$ cat src/rtl/simple_uart.sv
// rtl/simple_uart.sv - minimal 8N1 UART with single-byte receive buffer and transmitter
//
// Ports:
//   clk            - system clock, rising edge
//   reset          - synchronous active-high reset
//   ser_rx         - asynchronous serial input, idle high
//   ser_tx         - serial output, idle high
//   reg_dat_re     - read strobe, consumes the buffered byte
//   reg_dat_do     - last received byte
//   recv_buf_valid - buffered byte is unread
//   reg_dat_we     - write strobe, starts transmission of reg_dat_di
//   reg_dat_di     - byte to transmit
//   tx_busy        - transmitter is shifting a frame
module simple_uart #(
    parameter int CLOCK_FREQUENCY = 16000000,
    parameter int BAUD_RATE       = 31250
) (
    input  logic       clk,
    input  logic       reset,
    input  logic       ser_rx,
    output logic       ser_tx,
    input  logic       reg_dat_re,
    output logic [7:0] reg_dat_do,
    output logic       recv_buf_valid,
    input  logic       reg_dat_we,
    input  logic [7:0] reg_dat_di,
    output logic       tx_busy
);

    localparam int DIV = CLOCK_FREQUENCY / BAUD_RATE;
    localparam int CW  = $clog2(DIV);

    // Counters load N-1 and expire at zero, so a load of DIV_M1 spans exactly DIV cycles.
    localparam logic [CW-1:0] DIV_M1  = CW'(DIV - 1);
    localparam logic [CW-1:0] HALF_M1 = CW'(DIV / 2 - 1);

    typedef enum logic [1:0] {
        S_IDLE  = 2'd0,
        S_START = 2'd1,
        S_DATA  = 2'd2,
        S_STOP  = 2'd3
    } uart_state_t;

    // ------------------------------------------------------------------
    // Receiver
    // ------------------------------------------------------------------
    logic          rx_meta;
    logic          rx_sync;
    logic          rx_prev;
    uart_state_t   rx_state,  rx_state_next;
    logic [CW-1:0] rx_cnt,    rx_cnt_next;
    logic [2:0]    rx_bits,   rx_bits_next;
    logic [7:0]    rx_shift,  rx_shift_next;
    logic          rx_done;

    // Synchroniser flops and the edge-detect history reset to the idle line level
    // so that leaving reset never looks like a start edge.
    always_ff @(posedge clk) begin
        if (reset) begin
            rx_meta <= 1'b1;
            rx_sync <= 1'b1;
            rx_prev <= 1'b1;
        end else begin
            rx_meta <= ser_rx;
            rx_sync <= rx_meta;
            rx_prev <= rx_sync;
        end
    end

    always_comb begin
        rx_state_next = rx_state;
        rx_cnt_next   = rx_cnt;
        rx_bits_next  = rx_bits;
        rx_shift_next = rx_shift;
        rx_done       = 1'b0;
        case (rx_state)
            S_IDLE: begin
                if (rx_prev && !rx_sync) begin
                    rx_state_next = S_START;
                    rx_cnt_next   = HALF_M1;
                end
            end
            S_START: begin
                if (rx_cnt == '0) begin
                    // Mid start bit: a high line here means the edge was a glitch.
                    if (!rx_sync) begin
                        rx_state_next = S_DATA;
                        rx_cnt_next   = DIV_M1;
                        rx_bits_next  = 3'd0;
                    end else begin
                        rx_state_next = S_IDLE;
                    end
                end else begin
                    rx_cnt_next = rx_cnt - CW'(1);
                end
            end
            S_DATA: begin
                if (rx_cnt == '0) begin
                    rx_shift_next = {rx_sync, rx_shift[7:1]};
                    rx_cnt_next   = DIV_M1;
                    if (rx_bits == 3'd7) begin
                        rx_state_next = S_STOP;
                    end else begin
                        rx_bits_next = rx_bits + 3'd1;
                    end
                end else begin
                    rx_cnt_next = rx_cnt - CW'(1);
                end
            end
            S_STOP: begin
                if (rx_cnt == '0) begin
                    rx_done       = rx_sync;
                    rx_state_next = S_IDLE;
                end else begin
                    rx_cnt_next = rx_cnt - CW'(1);
                end
            end
            default: begin
                rx_state_next = S_IDLE;
            end
        endcase
    end

    always_ff @(posedge clk) begin
        if (reset) begin
            rx_state <= S_IDLE;
            rx_cnt   <= '0;
            rx_bits  <= 3'd0;
            rx_shift <= 8'h00;
        end else begin
            rx_state <= rx_state_next;
            rx_cnt   <= rx_cnt_next;
            rx_bits  <= rx_bits_next;
            rx_shift <= rx_shift_next;
        end
    end

    // A completing byte takes priority over a read in the same cycle, so the
    // consumer never loses a byte it has not yet seen.
    always_ff @(posedge clk) begin
        if (reset) begin
            reg_dat_do     <= 8'h00;
            recv_buf_valid <= 1'b0;
        end else if (rx_done) begin
            reg_dat_do     <= rx_shift;
            recv_buf_valid <= 1'b1;
        end else if (reg_dat_re) begin
            recv_buf_valid <= 1'b0;
        end
    end

    // ------------------------------------------------------------------
    // Transmitter
    // ------------------------------------------------------------------
    uart_state_t   tx_state, tx_state_next;
    logic [CW-1:0] tx_cnt,   tx_cnt_next;
    logic [2:0]    tx_bits,  tx_bits_next;
    logic [7:0]    tx_shift, tx_shift_next;
    logic          ser_tx_next;
    logic          tx_busy_next;

    always_comb begin
        tx_state_next = tx_state;
        tx_cnt_next   = tx_cnt;
        tx_bits_next  = tx_bits;
        tx_shift_next = tx_shift;
        case (tx_state)
            S_IDLE: begin
                if (reg_dat_we) begin
                    tx_state_next = S_START;
                    tx_cnt_next   = DIV_M1;
                    tx_shift_next = reg_dat_di;
                end
            end
            S_START: begin
                if (tx_cnt == '0) begin
                    tx_state_next = S_DATA;
                    tx_cnt_next   = DIV_M1;
                    tx_bits_next  = 3'd0;
                end else begin
                    tx_cnt_next = tx_cnt - CW'(1);
                end
            end
            S_DATA: begin
                if (tx_cnt == '0) begin
                    tx_cnt_next = DIV_M1;
                    if (tx_bits == 3'd7) begin
                        tx_state_next = S_STOP;
                    end else begin
                        tx_bits_next  = tx_bits + 3'd1;
                        tx_shift_next = {1'b0, tx_shift[7:1]};
                    end
                end else begin
                    tx_cnt_next = tx_cnt - CW'(1);
                end
            end
            S_STOP: begin
                if (tx_cnt == '0) begin
                    tx_state_next = S_IDLE;
                end else begin
                    tx_cnt_next = tx_cnt - CW'(1);
                end
            end
            default: begin
                tx_state_next = S_IDLE;
            end
        endcase
    end

    // Line level and busy flag are derived from the next state so they are
    // registered and change on the same edge as the state itself.
    always_comb begin
        ser_tx_next  = 1'b1;
        tx_busy_next = (tx_state_next != S_IDLE);
        case (tx_state_next)
            S_START: ser_tx_next = 1'b0;
            S_DATA:  ser_tx_next = tx_shift_next[0];
            default: ser_tx_next = 1'b1;
        endcase
    end

    always_ff @(posedge clk) begin
        if (reset) begin
            tx_state <= S_IDLE;
            tx_cnt   <= '0;
            tx_bits  <= 3'd0;
            tx_shift <= 8'h00;
            ser_tx   <= 1'b1;
            tx_busy  <= 1'b0;
        end else begin
            tx_state <= tx_state_next;
            tx_cnt   <= tx_cnt_next;
            tx_bits  <= tx_bits_next;
            tx_shift <= tx_shift_next;
            ser_tx   <= ser_tx_next;
            tx_busy  <= tx_busy_next;
        end
    end

endmodule

$ cat config.mk
export PLATFORM = sky130hd
export DESIGN_NAME = simple_uart
export DESIGN_NICKNAME = d
export VERILOG_FILES = /design/src/rtl/simple_uart.sv
export SDC_FILE = /design/constraint.sdc
export NUM_CORES = 1
export LEC_CHECK = 0
export BUFFER_PORTS_ARGS = -buffer_cell sky130_fd_sc_hd__buf_4
export CAP_MARGIN = 20
export CORE_MARGIN = 5
export CORE_UTILIZATION = 48
export CTS_BUF_LIST = sky130_fd_sc_hd__clkbuf_2
export DETAILED_ROUTE_END_ITERATION = 10
export PLACE_DENSITY_LB_ADDON = 0.25
export SYNTH_ARGS = -nofsm -noshare
export SYNTH_HDL_FRONTEND = slang
export SYNTH_SLANG_ARGS = --single-unit
$ cat constraint.sdc
create_clock -name clk -period 3.3 [get_ports clk]
set_input_delay 0.825 -clock clk [delete_from_list [all_inputs] [get_ports clk]]
set_output_delay 0.825 -clock clk [all_outputs]
set_load 0.02 [all_outputs]
==> impl_metrics.ini <==
[yosys]
postSynthCellCount = 346
synth-edff-count = 0
synth_cell_types = 56
synth_seq_cells = 58
synth_top_family_by_area = compound AO/OA/AOI/OAI gates
yosys_most_used_dff = dfxtp_1
yosysSeqAreaShare = 0.3898
syn_area_per_cell_um2 = 8.610
synth_mux_area_frac = 0.04074
synth_nets = 375
syn-cell-area_mm2 = 0.002979
ys_warn_count = 0
ys_async_sr_fraction = 0
synth-simple-area-share = 0.2083
synth-xor-area-share = 0.002940
synth_compound_area_frac = 0.2356
synthAdderAreaFrac = 0.06720

[power_and_ir_drop]
ir_worst_vdd_v = 0.0002747
power_leakage_uw = 0.001256
powerDensity_mw_per_mm2 = 539.5
total_power_uw = 1783

[worst_setup_path]
regToRegEndpoint = reg_dat_do[4]
crit_fanout = 16
endpoint = reg_dat_do[4]
timing.rr.start = rx_cnt[0]
start_kind = flip-flop
ff2ff_path_depth = 7
critical-path-top-delay-family = simple AND/OR/NAND/NOR gates
worstPathRequired_ns = 3.66
path_cells = inv_1 > ha_1 > or4b_4 > nor3_4 > and3_1 > mux2i_1 > nor2_1
worst-path-buf-inv = 1
critPathLaunch = rx_cnt[0]
crit_slowest_cell = and3_1
rrSetupSlack_ns = 0.63
crit_cells = 7
crit_path_max_incr_delay_ns = 0.57
crit_path_end_kind = flip-flop
worstSetupPathType = flip-flop to flip-flop
cp.arrival_ns = 3.03

[placement]
dp_cells = 427
dp_slack_ns = 0.6303
gp_congestion = 0.8402
dpl.hpwl_um = 4082
io_buffers = 23

[min_path]
min_path_type = flip-flop to flip-flop
hold_path_depth = 1

[drt]
via_count = 2490
drc_errors = 0
drt-wirelength-per-cell_um = 13.63
drtAntennaViolNets = 0
firstDrtPassIters = 4
totalWireLength_um = 6036
drtIter0Drc = 109
vias_per_cell = 5.621

[cts]
clk_pin_slew_worst_paths_ns = 0.18
clock_latency_ns = 0.48
cts_resized = 0
hold_buffers = 0
clockRootBuffer = clkbuf_2
cts_setup_buffers = 0
clockBufferDepth = 2
numCtsBuffers = 9
cts_tree = done
h-tree-depth = 3
cts_num_sinks = 58

[sta]
finalClockSkew_ns = 0.01931
finalCriticalPeriod_ns = 2.671
worst_pin_slew_ns = 0.8182
hold_viol_final = 0
layout_setup_ws_ns = 0.6288
rsz0062_at_grt = no
setup_viol = 0
fmax_mhz = 374.4
tns_ns = 0
slew_headroom = 0.4509
slew_viol_final = 0
timing.final.crit_share = 0.8095

[grt]
grt_overflow = 0
grt_pass1_wl_um = 10280
antenna_found_initial = 0
grt_max_degree = 50
grt_pass1_vias = 2326
grt_use_total = 0.1669

[finish]
area_growth_pct = 10.92
fillers = 544
seq_area_mm2 = 0.001161
layout-drive-gt1-share = 0.1603
n_antenna_cell = 0
multi_input_area_mm2 = 0.001653
stdcell_count = 443
nets = 392

[flow_run]
max_cap_viol_count = 0

[floorplanning]
fp.coreArea_mm2 = 0.005991
io_pins = 24
die_height_um = 88.78
die-width_um = 88.78
start_util = 0.4973
rows = 28
dieArea_mm2 = 0.007882

[status]
status = finished, final reports clean
-- area by class of cell --
cell class | instances | share of cell area
clock inverters | 7 | 0.02802
repair buffers | 24 | 0.05452
flip-flops and latches | 58 | 0.3514
clock buffers | 9 | 0.01363
well taps | 75 | 0.02840
multi-input cells | 249 | 0.5002
inverters | 21 | 0.02385
-- how the worst min path moves through the flow --
stage	start	to	slack, ns
after floorplan	rx_meta	rx_sync	0.39
after global placement	rx_meta	rx_sync	0.41
after detailed placement	rx_meta	rx_sync	0.40
after CTS	rx_meta	rx_sync	0.44
after global routing	rx_meta	rx_sync	0.46
final	rx_meta	rx_sync	0.44
-- per-layer routing --
metal  up-vias  GRT usage  share of wire
li1       1284          -              -
met3         8    0.05307          0.024
met2        25     0.2753           0.49
met5         -          0              0
met1      1173     0.2070           0.48
met4         0    0.05220          0.013
-- logic make-up after synthesis --
family	Yosys count
flip-flops	58
AO/OA/AOI/OAI	100
multiplexers	12
adder cells (fa/ha/maj)	16
buffers and inverters	39
XOR/XNOR	1
AND/OR/NAND/NOR	120
-- cell usage after synthesis (all sizes together) (3+ instances only) --
cell	n	area share
or3	4	0.0084
clkbuf	13	0.016
a211oi	10	0.029
a22oi	7	0.018
nor3	9	0.019
nor2b	3	0.0063
a311oi	3	0.0088
buf	5	0.013
a21oi	33	0.055
o21ai	11	0.018
dfxtp	58	0.39
nor2	50	0.063
ha	16	0.067
nand2	17	0.021
o22ai	7	0.015
nand3	8	0.013
o221a	5	0.019
inv	20	0.025
or2	4	0.0084
a221oi	7	0.026
nand2b	7	0.015
mux2i	11	0.037
and2	5	0.010
-- flip-flops by register name, summed over array words and instances (netlist names), 2 cells and up, named ones only --
name / flops
reg_dat_do: 8
rx_bits: 3
rx_cnt: 9
rx_shift: 8
tx_bits: 3
tx_cnt: 9
tx_shift: 8
tx_state: 2
-- placed cells by master, fill, tap and decap left out, types with 3 or more instances in the layout --
cell type   n
dfxtp_1    58
nor2_1     50
a21oi_1    33
buf_4      24
inv_1      20
nand2_1    17
ha_1       16
mux2i_1    11
a211oi_1    9
clkbuf_2    9
nand3_1     8
nor3_1      8
o21ai_0     8
o22ai_1     7
nand2b_1    7
a22oi_1     7
a221oi_1    6
and2_1      5
o221a_2     5
or3_1       4
or2_2       4
nor2b_1     3
a311oi_1    3
o21ai_1     3
-- worst register-to-register path: cells and delay by family, from the launching register on --
family / cells / cell delay [ns]
simple gates: 4 / 1.68
flops: 1 / 0.38
buf+inv: 1 / 0.07
fa+ha+maj: 1 / 0.22
mux: 1 / 0.24
-- power breakdown --
part	switching, µW	leakage (µW)	internal [µW]
registers	62.0	0.000475	756
clock network	286	0.0000760	249
logic	253	0.000705	178
total	600	0.00126	1180
-- stage by stage --
step	instance area (µm²)	util	hold WS, ns
finish	3304	0.5516	0.4415
global route	3304	0.5516	0.4616
global placement	3167	0.5286	0.4074
floorplan	2979	-	0.3895
CTS	3304	0.5516	0.4392
detailed placement	3167	0.5286	0.3996
Power figures use the tool's default switching activity.
